**config.mk**
```make
export PLATFORM = sky130hd
export DESIGN_NAME = mem_access_stage
export DESIGN_NICKNAME = d
export VERILOG_FILES = /design/src/rtl/mem_access_stage.sv
export SDC_FILE = /design/constraint.sdc
export NUM_CORES = 1
export LEC_CHECK = 0
export ABC_CLOCK_PERIOD_IN_PS = 1700
export BUFFER_PORTS_ARGS = -buffer_cell sky130_fd_sc_hd__buf_2
export CORE_MARGIN = 10
export CORE_UTILIZATION = 45
export CTS_BUF_LIST = sky130_fd_sc_hd__clkbuf_8
export CTS_CLUSTER_DIAMETER = 40
export DETAILED_ROUTE_END_ITERATION = 16
export PLACE_DENSITY = 0.89
export SLEW_MARGIN = 20
export SYNTH_ARGS = -nofsm -noshare
export SYNTH_HDL_FRONTEND = slang
export SYNTH_SLANG_ARGS = --single-unit
```
**constraint.sdc**
```tcl
create_clock -name clk -period 1.7 [get_ports clk]
set_input_delay 0.085 -clock clk [delete_from_list [all_inputs] [get_ports clk]]
set_output_delay 0.085 -clock clk [all_outputs]
set_load 0.01 [all_outputs]
```
**src/rtl/mem_access_stage.sv**
```systemverilog
// Memory-access stage: forwards ALU results to write-back or runs one load/store
// over a ready/ack data-memory port, with store alignment and load extension.
module mem_access_stage #(
   parameter int DATA_WIDTH = 32,
   parameter int MEM_ADDR_W = 9,
   parameter int REG_ADDR_W = 5
) (
   input  logic                  clk,
   input  logic                  reset_n,
   input  logic                  ex_valid,
   output logic                  ex_ready,
   input  logic [DATA_WIDTH-1:0] ex_alu_result,
   input  logic [DATA_WIDTH-1:0] ex_rs2_data,
   input  logic [2:0]            ex_funct3,
   input  logic                  ex_mem_read,
   input  logic                  ex_mem_write,
   input  logic                  ex_reg_write,
   input  logic [REG_ADDR_W-1:0] ex_rd,
   output logic                  mem_req,
   output logic                  mem_we,
   output logic [MEM_ADDR_W-1:0] mem_addr,
   output logic [DATA_WIDTH-1:0] mem_wdata,
   output logic [3:0]            mem_be,
   input  logic                  mem_ack,
   input  logic [DATA_WIDTH-1:0] mem_rdata,
   output logic                  wb_valid,
   output logic                  wb_reg_write,
   output logic [REG_ADDR_W-1:0] wb_rd,
   output logic [DATA_WIDTH-1:0] wb_data,
   output logic                  mem_fault
);

   typedef enum logic {IDLE, WAIT} state_t;

   state_t                state, state_nxt;
   logic                  accept, is_mem, fault;
   logic [DATA_WIDTH-1:0] st_wdata, ld_data;
   logic [3:0]            st_be;
   logic [7:0]            ld_byte;
   logic [15:0]           ld_half;
   logic [2:0]            lat_f3;
   logic [REG_ADDR_W-1:0] lat_rd;
   logic                  lat_rw;

   assign accept = ex_valid && ex_ready;

   always_ff @(posedge clk or negedge reset_n) begin
      if (!reset_n) state <= IDLE;
      else          state <= state_nxt;
   end

   always_comb begin
      state_nxt = state;
      case (state)
         IDLE:    if (accept && is_mem && !fault) state_nxt = WAIT;
         WAIT:    if (mem_ack) state_nxt = IDLE;
         default: state_nxt = IDLE;
      endcase
   end

   always_comb begin
      ex_ready = (state == IDLE);
      mem_req  = (state == WAIT);
   end

   // Decode legality and build the aligned store word / byte enables.
   always_comb begin
      is_mem   = ex_mem_read | ex_mem_write;
      fault    = 1'b0;
      st_wdata = '0;
      st_be    = 4'b1111;
      if (ex_mem_read && ex_mem_write) begin
         fault = 1'b1;
      end else if (ex_mem_read) begin
         case (ex_funct3)
            3'b000, 3'b100: fault = 1'b0;
            3'b001, 3'b101: fault = ex_alu_result[0];
            3'b010:         fault = |ex_alu_result[1:0];
            default:        fault = 1'b1;
         endcase
      end else if (ex_mem_write) begin
         case (ex_funct3)
            3'b000: begin
               st_wdata = {4{ex_rs2_data[7:0]}};
               st_be    = 4'b0001 << ex_alu_result[1:0];
            end
            3'b001: begin
               st_wdata = {2{ex_rs2_data[15:0]}};
               st_be    = ex_alu_result[1] ? 4'b1100 : 4'b0011;
               fault    = ex_alu_result[0];
            end
            3'b010: begin
               st_wdata = ex_rs2_data;
               fault    = |ex_alu_result[1:0];
            end
            default: fault = 1'b1;
         endcase
      end
   end

   always_comb begin
      case (mem_addr[1:0])
         2'd0:    ld_byte = mem_rdata[7:0];
         2'd1:    ld_byte = mem_rdata[15:8];
         2'd2:    ld_byte = mem_rdata[23:16];
         default: ld_byte = mem_rdata[31:24];
      endcase
      ld_half = mem_addr[1] ? mem_rdata[31:16] : mem_rdata[15:0];
      case (lat_f3)
         3'b000:  ld_data = {{24{ld_byte[7]}}, ld_byte};
         3'b001:  ld_data = {{16{ld_half[15]}}, ld_half};
         3'b100:  ld_data = {24'd0, ld_byte};
         3'b101:  ld_data = {16'd0, ld_half};
         default: ld_data = mem_rdata;
      endcase
   end

   always_ff @(posedge clk or negedge reset_n) begin
      if (!reset_n) begin
         mem_we       <= 1'b0;
         mem_addr     <= '0;
         mem_wdata    <= '0;
         mem_be       <= '0;
         wb_valid     <= 1'b0;
         wb_reg_write <= 1'b0;
         wb_rd        <= '0;
         wb_data      <= '0;
         mem_fault    <= 1'b0;
         lat_f3       <= '0;
         lat_rd       <= '0;
         lat_rw       <= 1'b0;
      end else begin
         wb_valid  <= 1'b0;
         mem_fault <= 1'b0;
         if (state == IDLE && accept) begin
            if (!is_mem) begin
               wb_valid     <= 1'b1;
               wb_data      <= ex_alu_result;
               wb_rd        <= ex_rd;
               wb_reg_write <= ex_reg_write && (ex_rd != '0);
            end else if (fault) begin
               wb_valid     <= 1'b1;
               mem_fault    <= 1'b1;
               wb_data      <= '0;
               wb_rd        <= ex_rd;
               wb_reg_write <= 1'b0;
            end else begin
               mem_we    <= ex_mem_write;
               mem_addr  <= ex_alu_result[MEM_ADDR_W-1:0];
               mem_wdata <= st_wdata;
               mem_be    <= st_be;
               lat_f3    <= ex_funct3;
               lat_rd    <= ex_rd;
               lat_rw    <= ex_reg_write;
            end
         end else if (state == WAIT && mem_ack) begin
            wb_valid     <= 1'b1;
            wb_rd        <= lat_rd;
            wb_data      <= mem_we ? '0 : ld_data;
            wb_reg_write <= !mem_we && lat_rw && (lat_rd != '0);
         end
      end
   end

endmodule

```
# Word-level counts from Yosys, hierarchy flattened
# Index checks and enable logic that the tools add are counted.
dict set report word_totals {
  word_cells 88
  n_memories 0
  output_inout_bits 88
  ramBits 0
  latch_bits 0
  ff_bits 96
  mem_bits_ro 0
}
dict set report op_classes {
  multipliers 0
  n_addsub 0
  bitwise 3
  n_lt_le_gt_ge 0
  n_reduce_logical 22
  n_div 0
  n_shift 1
  muxes 39
  eq_ne 10
}
# op count
set ops {}
lappend ops {{$mux W32} 8}
lappend ops {{$pmux W32 S4} 1}
lappend ops {{$pmux W32 S3} 1}
lappend ops {{$pmux W8 S3} 1}
lappend ops {{$mux W5} 4}
lappend ops {{$mux W16} 1}
lappend ops {{$mux W4} 4}
lappend ops {{$mux W1} 15}
lappend ops {{$eq A3 B3 Y1 const B} 4}
lappend ops {{$reduce_bool A5 Y1} 2}
lappend ops {{$logic_and A1 B1 Y1} 9}
lappend ops {{$pmux W4 S2} 1}
lappend ops {{$eq A3 B1 Y1 const B} 2}
lappend ops {{$logic_not A3 Y1} 2}
lappend ops {{$pmux W1 S3} 2}
lappend ops {{$reduce_or A2 Y1} 3}
lappend ops {{$shl A1 B2 Y4 const A} 1}
lappend ops {{$eq A3 B2 Y1 const B} 1}
lappend ops {{$ne A3 B3 Y1 const B} 1}
lappend ops {{$reduce_and A3 Y1} 1}
lappend ops {{$eq A2 B1 Y1 const B} 1}
lappend ops {{$eq A2 B2 Y1 const B} 1}
lappend ops {{$logic_not A1 Y1} 2}
lappend ops {{$logic_not A2 Y1} 1}
lappend ops {{other kinds (5)} 6}

# Depth between registers and ports, before layout
dict set report logic_depth {
  ltp_word 9
  mapped_depth 8
  depth_no_buf 5
}

# Worst setup path before layout
# OpenSTA, ideal clock, no wires.
dict set report synth_timing {
  kind {reg-to-reg}
  startpoint {reg state (netlist: mem_req)}
  endpoint {reg wb_data[22]}
  slack_ns -0.154
  setup_time_ns 0.083
  n_path_buf 3
  path_stages_with_launch 9
  arrival_time_ns 1.772
  path_cell_list {dfrtp_1 -> nand2b_1 -> buf_2 -> nand2b_1 -> buf_1 -> a311oi_2 -> clkbuf_1 -> a221oi_1 -> o21ai_0}
}
dict set report synth_via {
  elab_chain_len 5
}
# element line_no
set synth_rtl {}
lappend synth_rtl {{start: declaration} 35} ;# state_t state, state_nxt;
lappend synth_rtl {{start signal: assignment} 49} ;# else state <= state_nxt;
lappend synth_rtl {{$not A1 Y1} n/a}
lappend synth_rtl {{$logic_and A1 B1 Y1} 45} ;# assign accept = ex_valid && ex_ready;
lappend synth_rtl {{$logic_and A1 B1 Y1} 135} ;# if (state == IDLE && accept) begin
lappend synth_rtl {{$ne A3 B3 Y1 (no source line) or $reduce_bool A2 Y1 (tied branches)} n/a}
lappend synth_rtl {{$reduce_and A2 Y1 (no source line)} n/a}
lappend synth_rtl {{end signal: assignment} 138} ;# wb_data <= ex_alu_result;
lappend synth_rtl {{end signal: assignment} 159} ;# wb_data <= mem_we ? '0 : ld_data;
lappend synth_rtl {{end: declaration} 29} ;# output logic [DATA_WIDTH-1:0] wb_data,
# Parallel ways exist; a longest one is shown, timed or not.
# A chain may end at the register's enable or synchronous reset.

# Worst setup path after layout
dict set report layout_timing {
  startpoint {reg mem_addr[1]}
  endpoint {reg wb_data[10]}
}
dict set report layout_via {
  elab_chain_len 6
}
# element line_no
set layout_rtl {}
lappend layout_rtl {{start: declaration} 21} ;# output logic [MEM_ADDR_W-1:0] mem_addr,
lappend layout_rtl {{start signal: assignment} 149} ;# mem_addr <= ex_alu_result[MEM_ADDR_W-1:0];
lappend layout_rtl {{$eq A2 B2 Y1 (tied with other cells)} 102} ;# case (mem_addr[1:0])
lappend layout_rtl {{$pmux W8 S3} 102}
lappend layout_rtl {{$pmux W32 S4 *} 109} ;# case (lat_f3)
lappend layout_rtl {{$mux W32 *} 159}
lappend layout_rtl {{$mux W32 *} 156} ;# end else if (state == WAIT && mem_ack) begin
lappend layout_rtl {{$mux W32 *} 135}
# Mark *: on every way between the ends. The rest lies on a longest branch, timed or not. The select of a mux whose other input is x is not followed.

==> summary.txt <==
CTS
  – TritonCTS sink count: 96
  – CTS Buffer Depth: 2
  – Clock edge transition at the registers on the reported setup and hold paths: 0.11 ns
  – Source-to-sink clock delay at the later pin of the worst-skew pair: 0.37 ns
  – Clk Tree Root Cell: sky130_fd_sc_hd__clkbuf_8
  – Total clock buffers created by CTS: 9
  – Clock tree from TritonCTS: built
  – # H-tree levels: 3

Worst setup path
  – Highest fanout seen on the critical path: 7
  – Path depth of the worst reg2reg path: 6
  – Cells along the critical path: mux4_2 -> a21oi_4 -> buf_6 -> a221oi_1 -> a21oi_1 -> o21ai_1
  – Number of gates on the worst path with buffers counted: 6
  – Crit path buffers/inverters: 1
  – Critical path data required time: 1.95 ns
  – CP startpoint: mem_addr[1]
  – CP endpoint: wb_data[10]
  – Path type of the worst setup path: reg2reg
  – Capturing point of the worst reg2reg path: wb_data[10]
  – Worst setup EP type: flop
  – Largest delay share family, worst path: multiplexers
  – Setup crit start kind: flop
  – Cell with the largest stage delay on the worst path: sky130_fd_sc_hd__mux4_2
  – Worst-case register-to-register setup slack: -0.1 ns
  – Crit Reg-Reg Startpoint: mem_addr[1]
  – Arrival time reported for the critical path endpoint: 2.05 ns
  – Slowest Stage Delay on Critical Path: 0.55 ns

Power and ir drop
  – Maximum ir drop on the vdd rail: 0.000614 V
  – Leak: 3.63 nW
  – Areal power density over the cells: 1070 nW/um^2

Run status
  – Run status: finished, violations left
  – Failing checks: setup timing

Min path
  – Worst min-delay path category: in2reg
  – Critical hold path startpoint: ex_alu_result[22]

Timing
  – Headroom to the max-slew limit: 72.7%
  – Clock tree skew after final layout: 0.0161 ns
  – Accumulated negative setup slack: -0.675 ns
  – Slew at the pin with the worst max-slew slack: 0.409 ns
  – Endpoints failing hold: 0
  – Crit path setup slack, layout: -0.0985 ns
  – Worst hold slack after final layout: 0.000835 ns
  – Post-route clock period utilization: 106%
  – Final number of max-transition violations: 0
  – Final critical delay including setup and external delays: 1.80 ns
  – Max Clk Rate: 556 MHz
  – Number of failing setup endpoints in the final timing report: 18
  – RSZ-0062 raised after global routing: true

Cells and area
  – Layout Area Growth over Synthesis: 48.4%
  – Fraction of final layout cells with drive strength greater than 1: 36.8%
  – Layout Nets: 942
  – Fillcell total: 791

Die
  – Die height: 124 um
  – Number of rows created at floorplan: 37
  – Starting density of the core: 46.6%
  – Total core area: 10400 sq um
  – Full die area: 15300 sq um
  – Width of the die: 124 um
  – Top-Level Pins: 199

Detailed routing
  – Total number of vias: 5622
  – Initial DRC Count: 646
  – Total Routed Length: 19900 um
  – Residual DRC count: 0
  – Per-cell routed wire length: 20.5 um
  – Initial DRT Pass Iterations: 7
  – Detailed-route vias per instance: 5.78
  – Antenna violation net count after detailed routing: 0

Global route
  – Vias in the first global route: 5507
  – First-pass GRT wire length: 29000 um
  – Pin count of the biggest net entering global routing: 62
  – All-Layer GR Usage: 24.0%
  – Grt ovf: 0
  – Number of antenna violations at the first check in global routing: 2

Yosys
  – Fraction of registers with async set/reset: 100%
  – Cells after Synth: 570
  – Post-synthesis register bit count: 96
  – Yosys top cell area share: 49.5%
  – Mapped cell area: 4850 sq um
  – Total nets after synthesis: 681
  – Share of synthesized area occupied by flip-flops and latches: 49.5%
  – Most frequent cell after synthesis: sky130_fd_sc_hd__nand2_1
  – Synthesis warning total: 0
  – Library cells used by synthesis: 38
  – Cell type with the highest aggregate area in the netlist: sky130_fd_sc_hd__dfrtp_1
  – Most common flop cell mapped by yosys: sky130_fd_sc_hd__dfrtp_1
  – Post-synth top cells: 151 x sky130_fd_sc_hd__nand2_1, 96 x sky130_fd_sc_hd__dfrtp_1, 54 x sky130_fd_sc_hd__o21ai_0
  – Top area cells in the synthesized netlist: sky130_fd_sc_hd__dfrtp_1 50%, sky130_fd_sc_hd__nand2_1 12%, sky130_fd_sc_hd__a221oi_1 5.8%
  – Mean post-synth cell area: 8.51 sq um
  – Count of flip-flops with a built-in enable after synthesis: 0

Placed design
  – Post-detailed-placement half-perimeter wirelength: 13700 um
  – Pre-CTS setup slack: -0.107 ns
  – Final estimated routing congestion in global placement: 0.919
  – IO Port Bufs: 198

Flow run
  – Max capacitance violation total: 0
==> registers in the layout (all words and copies together) (netlist names), 3 cells and up <==
register and count:
lat_f3 3, lat_rd 5, mem_addr 9, mem_be 4, mem_wdata 32, wb_data 32, wb_rd 5
==> cell type report <==
cell class	count	area (sq um)	area share [%]
Inverter	12	46.3	0.643
Antenna cell	1	2.50	0.0348
Clock buffer	9	124	1.72
Multi-Input combinational cell	421	2440	33.8
Sequential cell	96	2410	33.4
Tap cell	136	170	2.36
Timing Repair Buffer	291	1900	26.4
Clock inverter	6	110	1.53
==> per-layer routing <==
metal	wire, um	GRT usage, %
met5	0	0
met4	658	8.88
met3	2300	7.87
met2	9680	41.8
met1	7240	26.7
==> stage by stage <==
| stage | utilization, % | total power [mW] | instance area (sq um) | instances |
|---|---|---|---|---|
| 2_1_floorplan | - | 4.38 | 4920 | 570 |
| 3_3_place_gp | 61.0 | 5.52 | 6350 | 914 |
| 3_5_place_dp | 61.0 | 5.60 | 6350 | 914 |
| 4_1_cts | 67.7 | 7.52 | 7050 | 966 |
| 5_1_grt | 69.1 | 8.14 | 7200 | 972 |
| 6_report | 69.1 | 7.72 | 7200 | 972 |
==> worst min-delay path: stages <==
cell                       delay [ns]
sky130_fd_sc_hd__buf_2           0.09
sky130_fd_sc_hd__a221oi_2        0.05
sky130_fd_sc_hd__o21ai_1         0.11
==> cell families (layout without fill, tap and decap cells) <==
family	count (synthesis)	count (layout)	share of synthesized area, %
AO/OA/AOI/OAI	160	160	20.8
buffers and inverters	53	318	4.26
flip-flops	96	96	49.5
multiplexers	14	14	3.17
other	0	1	0
AND/OR/NAND/NOR	247	247	22.3
==> power by group <==
group / internal (mW) / leakage, nW / switching (mW)
registers: 2.75 / 1.22 / 0.300
clock network: 0.968 / 0.117 / 0.828
logic: 1.25 / 2.29 / 1.62
total: 4.97 / 3.63 / 2.75
==> how the worst min path moves through the flow <==
stage               cells past startpoint          end  slack, ns
floorplan                               0    lat_f3[0]      -0.21
global placement                        1  wb_data[27]      -0.08
detailed placement                      1  wb_data[13]      -0.08
CTS                                     3   wb_data[9]     0.0008
global route                            3  wb_data[17]      0.008
finish                                  3  wb_data[22]     0.0008
==> layout by cell type (no fill, tap or decap), types with 23 or more instances in the layout <==
master,count
sky130_fd_sc_hd__a21oi_1,40
sky130_fd_sc_hd__buf_2,198
sky130_fd_sc_hd__buf_4,45
sky130_fd_sc_hd__dfrtp_1,93
sky130_fd_sc_hd__dlygate4sd3_1,37
sky130_fd_sc_hd__nand2_1,150
sky130_fd_sc_hd__nand3_1,25
sky130_fd_sc_hd__nor2_1,26
sky130_fd_sc_hd__o21ai_0,30
sky130_fd_sc_hd__o21ai_1,23
==> what timing repair did <==
| item | 4_1_cts | 5_1_grt |
|---|---|---|
| pin swaps | 4 | 13 |
| setup buffers | 0 | 3 |
| hold buffers | 36 | 1 |
| resized for setup | 15 | 33 |
| endpoints found under the hold margin | 136 | 1 |
| cloned | 1 | 2 |
| setup endpoints to repair | 24 | 33 |
No activity file was read; power rests on OpenSTA's default activity.
